--- src/rtl/dac_sched_pkg.sv ---
// Shared types and fade arithmetic for the DAC sample scheduler.
package dac_sched_pkg;

    localparam int SAMPLE_W = 16;

    typedef enum logic [1:0] {
        MUTE = 2'd0,
        RUN  = 2'd1,
        FADE = 2'd2
    } sched_state_e;

    // One fade step toward zero; magnitude is 17 bits so -32768 is representable.
    function automatic logic [SAMPLE_W-1:0] fade_step(input logic [SAMPLE_W-1:0] s,
                                                      input int                  shift);
        logic [SAMPLE_W:0] mag;
        logic [SAMPLE_W:0] step;
        mag  = s[SAMPLE_W-1] ? ((SAMPLE_W+1)'(0) - {1'b1, s}) : {1'b0, s};
        step = mag >> shift;
        if (step == '0) begin
            step = (SAMPLE_W+1)'(1);
        end
        if (mag <= step) begin
            fade_step = '0;
        end else if (s[SAMPLE_W-1]) begin
            fade_step = s + step[SAMPLE_W-1:0];
        end else begin
            fade_step = s - step[SAMPLE_W-1:0];
        end
    endfunction

endpackage

--- src/rtl/dac_tick_gen.sv ---
// Free-running divider: tick_o is high for one cycle every DIV cycles,
// during the last count of each period.
module dac_tick_gen #(
    parameter int DIV = 1515
) (
    input  logic clk_i,
    input  logic rst_i,
    output logic tick_o
);

    localparam int CW = (DIV > 1) ? $clog2(DIV) : 1;
    localparam logic [CW-1:0] LAST = CW'(DIV - 1);

    logic [CW-1:0] count_q;
    logic [CW-1:0] count_d;

    always_comb begin
        count_d = (count_q == LAST) ? '0 : count_q + 1'b1;
    end

    always_ff @(posedge clk_i or posedge rst_i) begin
        if (rst_i) begin
            count_q <= '0;
        end else begin
            count_q <= count_d;
        end
    end

    assign tick_o = (count_q == LAST);

endmodule

--- src/rtl/dac_sample_sched.sv ---
// Per-tick arbiter feeding the DAC register, fading to zero on underrun.
// Sidetone path compiled in only when DAC_SCHED_TONE_EN is defined.
module dac_sample_sched
    import dac_sched_pkg::*;
#(
    parameter int CLK_DIV    = 1515,
    parameter int RAMP_SHIFT = 6
) (
    input  logic                clock,
    input  logic                reset,
    input  logic [SAMPLE_W-1:0] audio_data,
    input  logic                audio_valid,
    output logic                audio_ready,
    input  logic [SAMPLE_W-1:0] tone_data,
    input  logic                tone_valid,
    output logic                tone_ready,
    input  logic                tone_enable,
    input  logic                underrun_clear,
    output logic [SAMPLE_W-1:0] sample,
    output logic                sample_tick,
    output logic [7:0]          underrun_count
);

    logic                tick;
    logic                take_tone;
    logic                take_audio;
    logic                have_data;
    logic [SAMPLE_W-1:0] in_data;
    logic [SAMPLE_W-1:0] faded;
    logic                underrun_inc;

    sched_state_e        state_q, state_d;
    logic [SAMPLE_W-1:0] sample_q, sample_d;
    logic [7:0]          ucnt_q, ucnt_d;

    dac_tick_gen #(
        .DIV (CLK_DIV)
    ) u_tick_gen (
        .clk_i  (clock),
        .rst_i  (reset),
        .tick_o (tick)
    );

`ifdef DAC_SCHED_TONE_EN
    assign take_tone = tick & tone_enable & tone_valid;
    assign in_data   = take_tone ? tone_data : audio_data;
`else
    logic unused_tone;
    assign unused_tone = ^{tone_data, tone_valid, tone_enable};
    assign take_tone   = 1'b0;
    assign in_data     = audio_data;
`endif

    assign take_audio  = tick & audio_valid & ~take_tone;
    assign have_data   = take_tone | take_audio;
    assign audio_ready = take_audio;
    assign tone_ready  = take_tone;
    assign faded       = fade_step(sample_q, RAMP_SHIFT);

    always_comb begin
        state_d      = state_q;
        sample_d     = sample_q;
        underrun_inc = 1'b0;
        case (state_q)
            MUTE: begin
                sample_d = '0;
                if (have_data) begin
                    sample_d = in_data;
                    state_d  = RUN;
                end
            end
            RUN: begin
                if (have_data) begin
                    sample_d = in_data;
                end else if (tick) begin
                    state_d      = FADE;
                    underrun_inc = 1'b1;
                end
            end
            FADE: begin
                if (have_data) begin
                    sample_d = in_data;
                    state_d  = RUN;
                end else if (tick) begin
                    // A zero result means |sample| <= step: snap to rest.
                    sample_d = faded;
                    if (faded == '0) begin
                        state_d = MUTE;
                    end
                end
            end
            default: begin
                sample_d = '0;
                state_d  = MUTE;
            end
        endcase
    end

    always_comb begin
        ucnt_d = ucnt_q;
        if (underrun_clear) begin
            ucnt_d = '0;
        end else if (underrun_inc && (ucnt_q != 8'hFF)) begin
            ucnt_d = ucnt_q + 8'd1;
        end
    end

    always_ff @(posedge clock or posedge reset) begin
        if (reset) begin
            state_q  <= MUTE;
            sample_q <= '0;
            ucnt_q   <= '0;
        end else begin
            state_q  <= state_d;
            sample_q <= sample_d;
            ucnt_q   <= ucnt_d;
        end
    end

    assign sample         = sample_q;
    assign sample_tick    = tick;
    assign underrun_count = ucnt_q;

endmodule

--- config.mk ---
export PLATFORM = sky130hd
export DESIGN_NAME = dac_sample_sched
export DESIGN_NICKNAME = d
export VERILOG_FILES = /design/src/rtl/dac_sched_pkg.sv /design/src/rtl/dac_tick_gen.sv /design/src/rtl/dac_sample_sched.sv
export SDC_FILE = /design/constraint.sdc
export NUM_CORES = 1
export LEC_CHECK = 0
export CAP_MARGIN = 20
export CORE_AREA = 5 5 112 114
export CTS_CLUSTER_DIAMETER = 80
export CTS_CLUSTER_SIZE = 28
export DETAILED_ROUTE_END_ITERATION = 8
export DIE_AREA = 0 0 117 119
export PLACE_DENSITY_LB_ADDON = 0.25
export SKIP_CTS_REPAIR_TIMING = 1
export SLEW_MARGIN = 15
export SYNTH_ARGS = -nofsm -noshare
export SYNTH_HDL_FRONTEND = slang
export SYNTH_HIERARCHICAL = 1
export SYNTH_SLANG_ARGS = --single-unit
--- constraint.sdc ---
create_clock -name clock -period 6.45 [get_ports clock]
set_input_delay 1.29 -clock clock [delete_from_list [all_inputs] [get_ports clock]]
set_output_delay 1.29 -clock clock [all_outputs]
set_load 0.05 [all_outputs]
==> results of run 1 <==
[layout make-up]
| type | count | area, um2 |
|---|---|---|
| tap | 143 | 178.9 |
| clock buffer | 7 | 142.6 |
| sequential | 37 | 925.9 |
| fill | 1176 | 7073 |
| inverter | 19 | 71.32 |
| timing repair buffer | 54 | 538.0 |
| multi-input combinational | 336 | 2391 |
[layout by cell type, fill, tap and decap left out, types with 4 or more instances in the layout]
| master | synthesis | final |
|---|---|---|
| clkdlybuf4s50_1 | 0 | 45 |
| dfrtp_1 | 37 | 37 |
| ha_1 | 34 | 34 |
| nor2_1 | 29 | 29 |
| a21oi_1 | 28 | 28 |
| nand2_1 | 24 | 24 |
| xor2_1 | 24 | 24 |
| xnor2_1 | 23 | 23 |
| inv_1 | 18 | 17 |
| o21ai_0 | 16 | 16 |
| nand3_1 | 16 | 16 |
| a31oi_1 | 14 | 14 |
| a22oi_1 | 13 | 13 |
| nand4_1 | 12 | 12 |
| a21o_1 | 12 | 12 |
| o21ai_1 | 11 | 11 |
| nand2b_1 | 9 | 9 |
| buf_4 | 1 | 8 |
| or3_1 | 7 | 7 |
| nor3_1 | 7 | 7 |
| clkbuf_16 | 0 | 5 |
| o31ai_1 | 4 | 4 |
[registers in the layout (all words and copies together), names as in the netlist]
| name | flops |
|---|---|
| sample | 16 |
| state_q | 2 |
| u_tick_gen/count_q | 11 |
| underrun_count | 8 |
[through the flow]
stage	hold slack [ps]	setup WS, ps	utilization (%)	cells
final	534.8	757.5	37.52	596
after global routing	580.2	314.7	37.52	596
after CTS	528.5	778.6	37.28	595
after detailed placement	520.8	890.2	36.02	588
after global placement	507.2	932.0	36.02	588
after floorplan	485.8	1107	-	411
[cells by family after synthesis]
| logic type | Yosys count | synth area share, % |
|---|---|---|
| flip-flops | 37 | 26.64 |
| adder cells (fa/ha/maj) | 35 | 12.82 |
| buffers and inverters | 38 | 4.571 |
| AO/OA/AOI/OAI | 119 | 22.17 |
| other | 2 | 0.2161 |
| XOR/XNOR | 47 | 11.84 |
| AND/OR/NAND/NOR | 130 | 20.81 |
| multiplexers | 3 | 0.9359 |
[power by group]
group          internal, mW  switching [mW]
registers             0.232               0
clock network         0.152          0.0906
logic                0.0124          0.0103
total                 0.396           0.101
[critical path: cells and delay by family (launching register included)]
kind	cells	cell delay [ps]
AOI/OAI and AO/OA	8	1730
xor gates and xnor gates	1	90
adders and majority gates	2	650
buffers and inverters	1	70
DFF	1	520
muxes	1	340
and+or+nand+nor	8	2150
[worst max path at each step]
stage / start / to / slack, ps / depth (start not counted)
final: sample[8] / state_q[1] / 760 / 21
after global routing: sample[8] / state_q[1] / 310 / 21
after CTS: sample[8] / state_q[1] / 780 / 21
after detailed placement: sample[8] / state_q[1] / 890 / 21
after global placement: sample[8] / state_q[1] / 930 / 21
after floorplan: sample[8] / state_q[1] / 1110 / 23
[per-layer routing]
metal / part of all wire, % / GRT usage [%]
met1: 48 / 19.81
met2: 46 / 22.01
met3: 3.9 / 2.028
met4: 1.4 / 3.513
met5: 0 / 0
==> summary.txt, run 1 <==
Worst hold path
  • WHS Path Cells: 1
  • Hold/Removal Path Class: reg -> reg
  • Hold Path End: u_tick_gen/count_q[4]
  • Hold_sp: u_tick_gen/count_q[4]

Critical path
  • Reg2Reg Capture Point: state_q[1]
  • CP required: 6590 ps
  • R2r worst-path depth: 21
  • Reg-to-Reg Start: sample[8]
  • Worst Path Arrival: 5830 ps
  • Critical path's slowest cell: or3_1
  • CP Class: reg -> reg
  • Startpoint Class: flip-flop
  • Crit. End Element: flip-flop
  • CP Cell Sequence: or3_1 -> and4bb_1 -> mux2_1 -> nand4_1 -> a221oi_4 -> a31o_2 -> inv_1 -> ha_1 -> a21oi_1 -> or3_1 -> nor3_1 -> xnor2_1 -> ha_1 -> nand2_1 -> o21ai_0 -> nand4_1 -> o211ai_1 -> a21o_1 -> a21o_1 -> nor4b_1 -> o21ai_0
  • CP max stage delay: 530 ps
  • Crit-path max FO: 10
  • Reg2Reg Setup Slack: 760 ps

STA
  • Final Cycle Share: 88.26%
  • Max-slew violation count: 0
  • TNS Setup: 0 ps
  • Final Critical Period: 5693 ps
  • Max Clk Rate: 175.7 MHz
  • Final hold violation count: 0
  • Worst clock skew: 6.289 ps
  • Setup Viol. Count Final: 0
  • RSZ-0062 raised after global routing: no
  • Slew headroom: 62.52%
  • Worst-Margin Slew: 560.3 ps

Synth
  • Commonest cells post-synth: 37 x dfrtp_1, 34 x ha_1, 29 x nor2_1
  • Post-Synthesis Cell Area: 0.003476 mm2
  • Net count after synthesis: 484
  • Synth Instances: 411
  • Syn avg cell area: 8.457 um2
  • Register area share after synthesis: 26.64%
  • Netlist cell types: 66
  • EDFF count, synth: 0
  • Ys Warns: 6
  • Yosys top cell by area: dfrtp_1
  • Post-synth top flop: dfrtp_1
  • Most used standard cell by instance count after synthesis: dfrtp_1
  • Synth top area share: 26.64%
  • Synth top area cells: dfrtp_1 27%, ha_1 12%, xor2_1 6.0%
  • #FFs+latches synth: 37
  • Ys async rst share: 100.0%

Placed design
  • Placed Area: 0.004078 mm2
  • Placer Congestion: 0.8542
  • HPWL Detailed: 7.365 mm
  • Port bufs: 45

Finish
  • Share of post-route cells with drive strength above 1: 5.740%
  • Final #Nets: 526
  • N_diodes: 0
  • Cell area after layout: 0.004248 mm2
  • Area delta synth->final: 22.21%

Clock tree
  • Clock Tree Buf Depth: 2
  • Clock root cell: clkbuf_16
  • Clock Latency Late Sink: 280 ps
  • CTS tree: done
  • H-tree depth: 2
  • Worst-path clk slew: 60 ps
  • Num CTS Buffers: 5
  • Num Clock Sinks: 37

Outcome
  • Status: complete, no violations

Route
  • DRC: 0
  • Avg WL per Cell: 16.25 um
  • Routed WL: 9.684 mm
  • Vias/cell: 5.436
  • Remaining antenna violation count: 0
  • Drt initial violations: 209
  • Vias: 3240
  • DR pass1 iterations: 4

Global routing
  • Largest net degree at the start of global routing: 28
  • All-layer global routing usage: 13.91%
  • Total congestion overflow: 0
  • Vias in the first global route: 3134
  • First-pass GRT wire length: 15.83 mm
  • Initial antenna violation count: 0

Power and ir drop
  • Final Total Pwr: 0.4972 mW
  • P per Cell Area: 117.1 mW/mm2
  • VDD IR max: 0.00008935 V
  • LEAKAGE: 1.846 nW

Floorplan
  • Die area: 0.01392 mm2
  • Chip height: 119 um
  • FP Rows: 39
  • Core area: 0.01132 mm2
  • Number of primary I/O pins: 65
  • Die width: 117 um
  • Initial core utilization: 30.70%

Job
  • Max_cap viols: 0
Note: power is estimated with default switching activity, not from simulation.
==> inputs of run 2 (changes only) <==
CORE_AREA = 5 5 145 91   (was 5 5 112 114)
DIE_AREA = 0 0 150 96   (was 0 0 117 119)
SYNTH_HIERARCHICAL = unset   (was 1)
clock period = 5.15 ns   (was 6.45 ns; I/O delays follow)
==> run 2 against run 1 <==
First-iteration DRC count rose by 64%. Register-to-register slack got worse by 600 ps. Die area rose by 3.4%. Sequential cell count unchanged. Critical path type unchanged. Combinational power rose to 16 times the previous value. Clock power increased by 56%. Sequential power grew 28%. Clock skew is 3.2 ps lower. Setup slack lost 600 ps. Largest power group unchanged. Hold slack worse by 39 ps. Maximum frequency rose by 14%. Cell count rose by 18%.
==> summary.txt, run 2 <==
Finish
  • Fillcell total: 1190
  • Most frequent cells in the layout: 68 x buf_4, 45 x clkdlybuf4s50_1, 38 x nor2_1, 32 x dfrtp_1, 30 x nand2_1
  • Multi-input logic area: 0.002670 mm2
  • Most common cell after layout, fill and taps aside: buf_4
  • Area delta synth->final: 41.92%
  • Final core utilization: 42.68%
  • Final #Nets: 606
  • Share of post-route cells with drive strength above 1: 25.56%
  • N_diodes: 0
  • Max reg flops: 16
  • Cell area after layout: 0.005032 mm2
  • Register area: 932.1 um2

STA
  • Final hold violation count: 0
  • TNS Setup: 0 ps
  • Final Critical Period: 4995 ps
  • RSZ-0062 raised after global routing: yes
  • Worst-Margin Slew: 651.9 ps
  • Slew headroom: 56.54%
  • Min setup slack post-route: 155.0 ps
  • Setup Viol. Count Final: 0
  • Max Clk Rate: 200.2 MHz
  • Final Cycle Share: 96.99%
  • Worst clock skew: 3.067 ps
  • Max-slew violation count: 0

Synth
  • Register area share after synthesis: 26.11%
  • Netlist cell types: 63
  • Ys Warns: 0
  • EDFF count, synth: 0
  • Commonest cells post-synth: 39 x nor2_1, 37 x dfrtp_1, 32 x ha_1
  • Synth top area cells: dfrtp_1 26%, ha_1 11%, xnor2_1 6.2%
  • Most used standard cell by instance count after synthesis: nor2_1
  • Net count after synthesis: 504
  • Synth top area share: 26.11%
  • Post-synth top flop: dfrtp_1
  • Post-Synthesis Cell Area: 0.003546 mm2
  • Syn avg cell area: 8.189 um2
  • Yosys top cell by area: dfrtp_1
  • Ys async rst share: 100.0%
  • Synth Instances: 433
  • #FFs+latches synth: 37

Power and ir drop
  • Switching portion of total power: 32.09%
  • Clock power frac: 36.4%
  • LEAKAGE: 2.203 nW
  • Register share of total power: 28.8%
  • Sw power: 0.3319 mW
  • Internal: 0.7026 mW
  • Final Total Pwr: 1.035 mW
  • P per Cell Area: 205.6 mW/mm2
  • Gate power share: 34.8%
  • VDD IR max: 0.0001038 V

Route
  • DRC: 0
  • Avg WL per Cell: 17.32 um
  • DR pass1 iterations: 4
  • Remaining antenna violation count: 0
  • Routed WL: 12.14 mm
  • Vias/cell: 5.161
  • Drt initial violations: 343
  • Vias: 3618

Global routing
  • Total congestion overflow: 0
  • Vias in the first global route: 3428
  • First-pass GRT wire length: 18.64 mm
  • Grt met3 use: 2.965%
  • Grt peak-use layer: met1
  • Global routing usage on met1: 25.44%
  • All-layer global routing usage: 16.51%
  • Largest net degree at the start of global routing: 38
  • Initial antenna violation count: 0
  • Met2 Usage GRT: 24.00%

Floorplan
  • Die width: 150 um
  • Die area: 0.01440 mm2
  • Number of primary I/O pins: 65
  • FP Rows: 31
  • Core area: 0.01179 mm2
  • Chip height: 96 um
  • Initial core utilization: 30.07%

Critical path
  • CP Class: reg -> reg
  • Startpoint Class: flip-flop
  • Reg2Reg Capture Point: state_q[1]
  • Crit. End Element: flip-flop
  • Reg-to-Reg Start: sample[1]
  • R2r worst-path depth: 23
  • Reg2Reg Setup Slack: 150 ps
  • Worst Path Arrival: 5160 ps
  • Crit-path max FO: 5
  • CP required: 5320 ps

Worst hold path
  • Hold/Removal Path Class: reg -> reg
  • Hold Path End: u_tick_gen.count_q[9]
  • Hold_sp: u_tick_gen.count_q[9]
  • WHS Path Cells: 1

Clock tree
  • Num CTS Buffers: 5
  • H-tree depth: 2
  • Worst-path clk slew: 60 ps
  • Clock root cell: clkbuf_16
  • Clock Tree Buf Depth: 2
  • Clock Latency Late Sink: 290 ps
  • Num Clock Sinks: 37
  • CTS tree: done

Outcome
  • Status: complete, no violations

Placed design
  • Port bufs: 45
  • Place WS: -154.5 ps
  • Placer Congestion: 0.8997
  • Placed Area: 0.004576 mm2
  • HPWL Detailed: 9.119 mm

Job
  • Max_cap viols: 0
==> run 2: logic make-up (layout without fill, tap and decap cells) <==
| family | Yosys count | after routing | synth area share, % |
|---|---|---|---|
| simple gates | 156 | 157 | 22.55 |
| compound gates | 119 | 119 | 23.01 |
| xor+xnor | 44 | 44 | 10.87 |
| buf+inv | 40 | 142 | 4.798 |
| flops | 37 | 37 | 26.11 |
| fa+ha+maj | 33 | 33 | 11.86 |
| other cells | 2 | 2 | 0.2118 |
| mux | 2 | 2 | 0.5998 |
==> run 2: routing by layer <==
| metal | routed length [um] | up-vias |
|---|---|---|
| met5 | 0 | - |
| met4 | 102 | 0 |
| met3 | 752 | 10 |
| met2 | 4992 | 88 |
| met1 | 6293 | 1739 |
| li1 | - | 1781 |
==> run 2: power by group through the flow <==
stage	clock network, mW	logic, mW	registers [mW]
after global placement	0	0.309	0.303
final	0.377	0.360	0.298
after CTS	0.384	0.318	0.297
after global routing	0.396	0.391	0.298
after detailed placement	0	0.316	0.303
after floorplan	0	0.186	0.309
==> run 2: worst max-delay path by stage <==
stage / from / endpoint / slack, ps / cells after the start
final: sample[1] / state_q[1] / 150 / 23
after global routing: sample[1] / state_q[1] / -80 / 23
after CTS: sample[0] / state_q[1] / -190 / 24
after detailed placement: sample[0] / state_q[1] / -150 / 24
after global placement: sample[0] / state_q[1] / -170 / 23
after floorplan: sample[1] / state_q[1] / 30 / 23
==> run 2: metrics by stage <==
step                      hold WS [ps]  instances
after global routing             512.5        701
after detailed placement         487.6        684
after global placement           485.4        684
after floorplan                  467.1        433
after CTS                        495.7        692
final                            495.8        701
==> run 2: final cells by class <==
class | instances | share of cell area, %
clock buffer | 6 | 2.760
clock inverter | 2 | 0.7459
inverter | 20 | 1.492
multi-input combinational | 357 | 53.06
sequential | 37 | 18.52
tap | 165 | 4.102
timing repair buffer | 114 | 19.32
==> run 2: worst max-delay path, stage by stage, from the launching register on <==
cell and delay (ps):
dfrtp_2 410, inv_2 90, ha_4 150, or3b_4 400, o41a_1 450, xor2_2 170
a311oi_2 270, and3_1 230, or2_1 150, inv_2 50, ha_4 170, a21oi_2 130
nor3_2 50, xnor2_1 220, ha_1 320, and3_4 210, a22oi_2 160, buf_6 140
a21o_1 140, nand2_1 70, a211o_1 310, a2111oi_4 350, buf_4 150, a31oi_1 70
==> RTL change (settings of run 1) <==
`RAMP_SHIFT`: 6 -> 3.
--- a/src/rtl/dac_sample_sched.sv
+++ b/src/rtl/dac_sample_sched.sv
@@ -5,5 +5,5 @@
 #(
     parameter int CLK_DIV    = 1515,
-    parameter int RAMP_SHIFT = 6
+    parameter int RAMP_SHIFT = 3
 ) (
     input  logic                clock,
Behaviour: same outputs for any inputs over 10 cycles, from zero or initial values and one cycle with reset high; that may be too few to reach the edited logic, so the function may still have changed.
==> RTL change against run 1 <==
Wire length rose by 8.5%; cell area grew 8.9%; setup slack worse by 0.083 ns; sequential cell count stayed put; sequential power hardly changed; synthesized cell count up 17%; synthesized area is 11% higher; die area is the same; total power is 9.1% higher; sequential share of layout area down 1.8 points; largest cell class unchanged.
==> RTL change: results (changes against run 1) <==
WP data arrival=5.92 ns (was 5.83 ns); r2r worst-path depth=19 (was 21); Slew @ Worst Pin=0.7753 ns (was 0.5603 ns); DR vias=3616 (was 3240); largest fanout on the critical path=11 (was 10); CTS root buf=clkbuf_16 (unchanged); wire length of the first global-routing pass=17.62 mm (was 15.83 mm); hpwl dp=8.094 mm (was 7.365 mm); clk_skew=0.003307 ns (was 0.006289 ns); max reg flops=16 (unchanged); total track usage=15.16% (was 13.91%); Seq/Total Area, Yosys=24.00% (was 26.64%); pin count of the biggest net entering global routing=32 (was 28); H-tree levels=2 (unchanged); port bufs=45 (unchanged); Distinct cells, synth=72 (was 66); placed cell areas=4425 um^2 (was 4078 um^2); WHS Endpoint=u_tick_gen/count_q[4]$_DFF_PP0_ (unchanged); r2r setup slk=0.67 ns (was 0.76 ns); main flop type after synthesis=dfrtp_1 (unchanged); post-synthesis async set-or-reset flop share=100.0% (unchanged); Synthesized Nets=559 (was 484); clk_lat worst skew=0.28 ns (about the same); Net count, final=594 (was 526); worst reg2reg startpoint=sample[4]$_DFFE_PP0P_ (was sample[8]$_DFFE_PP0P_); Num CTS Buffers=5 (unchanged); HP Class=register to register (unchanged); n_diodes=0 (unchanged); WL final=10.51 mm (was 9.684 mm); clock buffer depth=2 (unchanged); Starting DRT DRC Count=169 (was 209); Critical R2R Capture=state_q[1]$_DFFE_PP0P_ (unchanged); Hold Startpoint=u_tick_gen/count_q[4]$_DFF_PP0_ (unchanged); leakage power=2.069 nW (was 1.846 nW); share of layout cells above drive strength 1=7.722% (was 5.740%); Commonest cells post-synth=nand2_1 (57), a21oi_1 (49), ha_1 (38) (was dfrtp_1 (37), ha_1 (34), nor2_1 (29)); warning count from the yosys run=6 (unchanged); top area cells in the synthesized netlist=dfrtp_1 (24%), ha_1 (12%), a21oi_1 (6.4%) (was dfrtp_1 (27%), ha_1 (12%), xor2_1 (6.0%)); status=completed (unchanged); hold depth=1 (unchanged); crit-path max cell delay=0.64 ns (was 0.53 ns); 1st-pass router iterations=4 (unchanged); Placer Congestion=0.8835 (was 0.8542); initial antenna violation count=0 (unchanged); Reg clk slew, reported paths=0.06 ns (about the same); Worst path slowest cell=a2111oi_0 (was or3_1); Peak VDD IR=0.1100 mV (was 0.08935 mV)
-- RTL change: cell count changes after synthesis, sizes merged, moves of 8 or more --
cell and change:
a21oi +21, a22oi -9, nand2 +33, o21ai -9, nor2 +8, inv +10
-- RTL change: worst max-delay path: cells and delay by family, from the launching register on --
kind,cells,cell delay (ns)
xor+xnor,2,0.54
simple gates,7,1.85
compound gates,7,2.04
fa+ha+maj,2,0.57
flops,1,0.57
buf+inv,1,0.07
-- RTL change: layer usage --
metal / up-vias / routed length [um] / global-route usage (%)
li1: 1806 / - / -
met1: 1696 / 4839 / 20.21
met2: 89 / 5023 / 25.11
met3: 25 / 426 / 2.181
met4: 0 / 222 / 4.803
met5: - / 0 / 0
-- RTL change: kinds of logic (layout without fill, tap and decap cells) --
kind of cell / count (synthesis) / count (layout) / synth area share (%)
mux: 1 / 1 / 0.2595
compound gates: 132 / 132 / 22.90
fa+ha+maj: 39 / 39 / 12.84
flops: 37 / 37 / 24.00
xor+xnor: 46 / 46 / 10.83
buf+inv: 53 / 89 / 5.741
other cells: 2 / 2 / 0.1947
simple gates: 172 / 172 / 23.22
-- RTL change: worst max path at each step --
stage	endpoint	start	slack, ns
after global placement	state_q[1]$_DFFE_PP0P_	sample[1]$_DFFE_PP0P_	0.77
after floorplan	state_q[1]$_DFFE_PP0P_	sample[5]$_DFFE_PP0P_	1.23
after CTS	state_q[1]$_DFFE_PP0P_	sample[5]$_DFFE_PP0P_	0.66
after global routing	state_q[1]$_DFFE_PP0P_	sample[5]$_DFFE_PP0P_	0.13
after detailed placement	state_q[1]$_DFFE_PP0P_	sample[4]$_DFFE_PP0P_	0.72
final	state_q[1]$_DFFE_PP0P_	sample[4]$_DFFE_PP0P_	0.67
-- RTL change: power breakdown --
part / internal (mW) / switching (mW) / total, mW
registers: 0.232 / 0.0000000000000000121 / 0.232
clock network: 0.193 / 0.0919 / 0.285
logic: 0.0135 / 0.0119 / 0.0255
total: 0.439 / 0.104 / 0.543
-- RTL change: area by class of cell --
cell class,count,area (um^2)
well taps,143,178.9
inverters,29,108.9
multi-input cells,392,2716
repair buffers,52,523.0
clock buffers,7,142.6
fillers,1148,6695
clock inverters,1,30.03
flip-flops and latches,37,925.9
-- RTL change: per-stage QoR --
| step | hold slack (ns) | worst slack, ns | instances | util, % |
|---|---|---|---|---|
| after floorplan | 0.4858 | 1.232 | 482 | - |
| after global placement | 0.5156 | 0.7667 | 652 | 39.09 |
| after detailed placement | 0.5153 | 0.7178 | 652 | 39.09 |
| after CTS | 0.5242 | 0.6622 | 660 | 40.62 |
| after global routing | 0.5503 | 0.1329 | 661 | 40.86 |
| final | 0.5198 | 0.6745 | 661 | 40.86 |
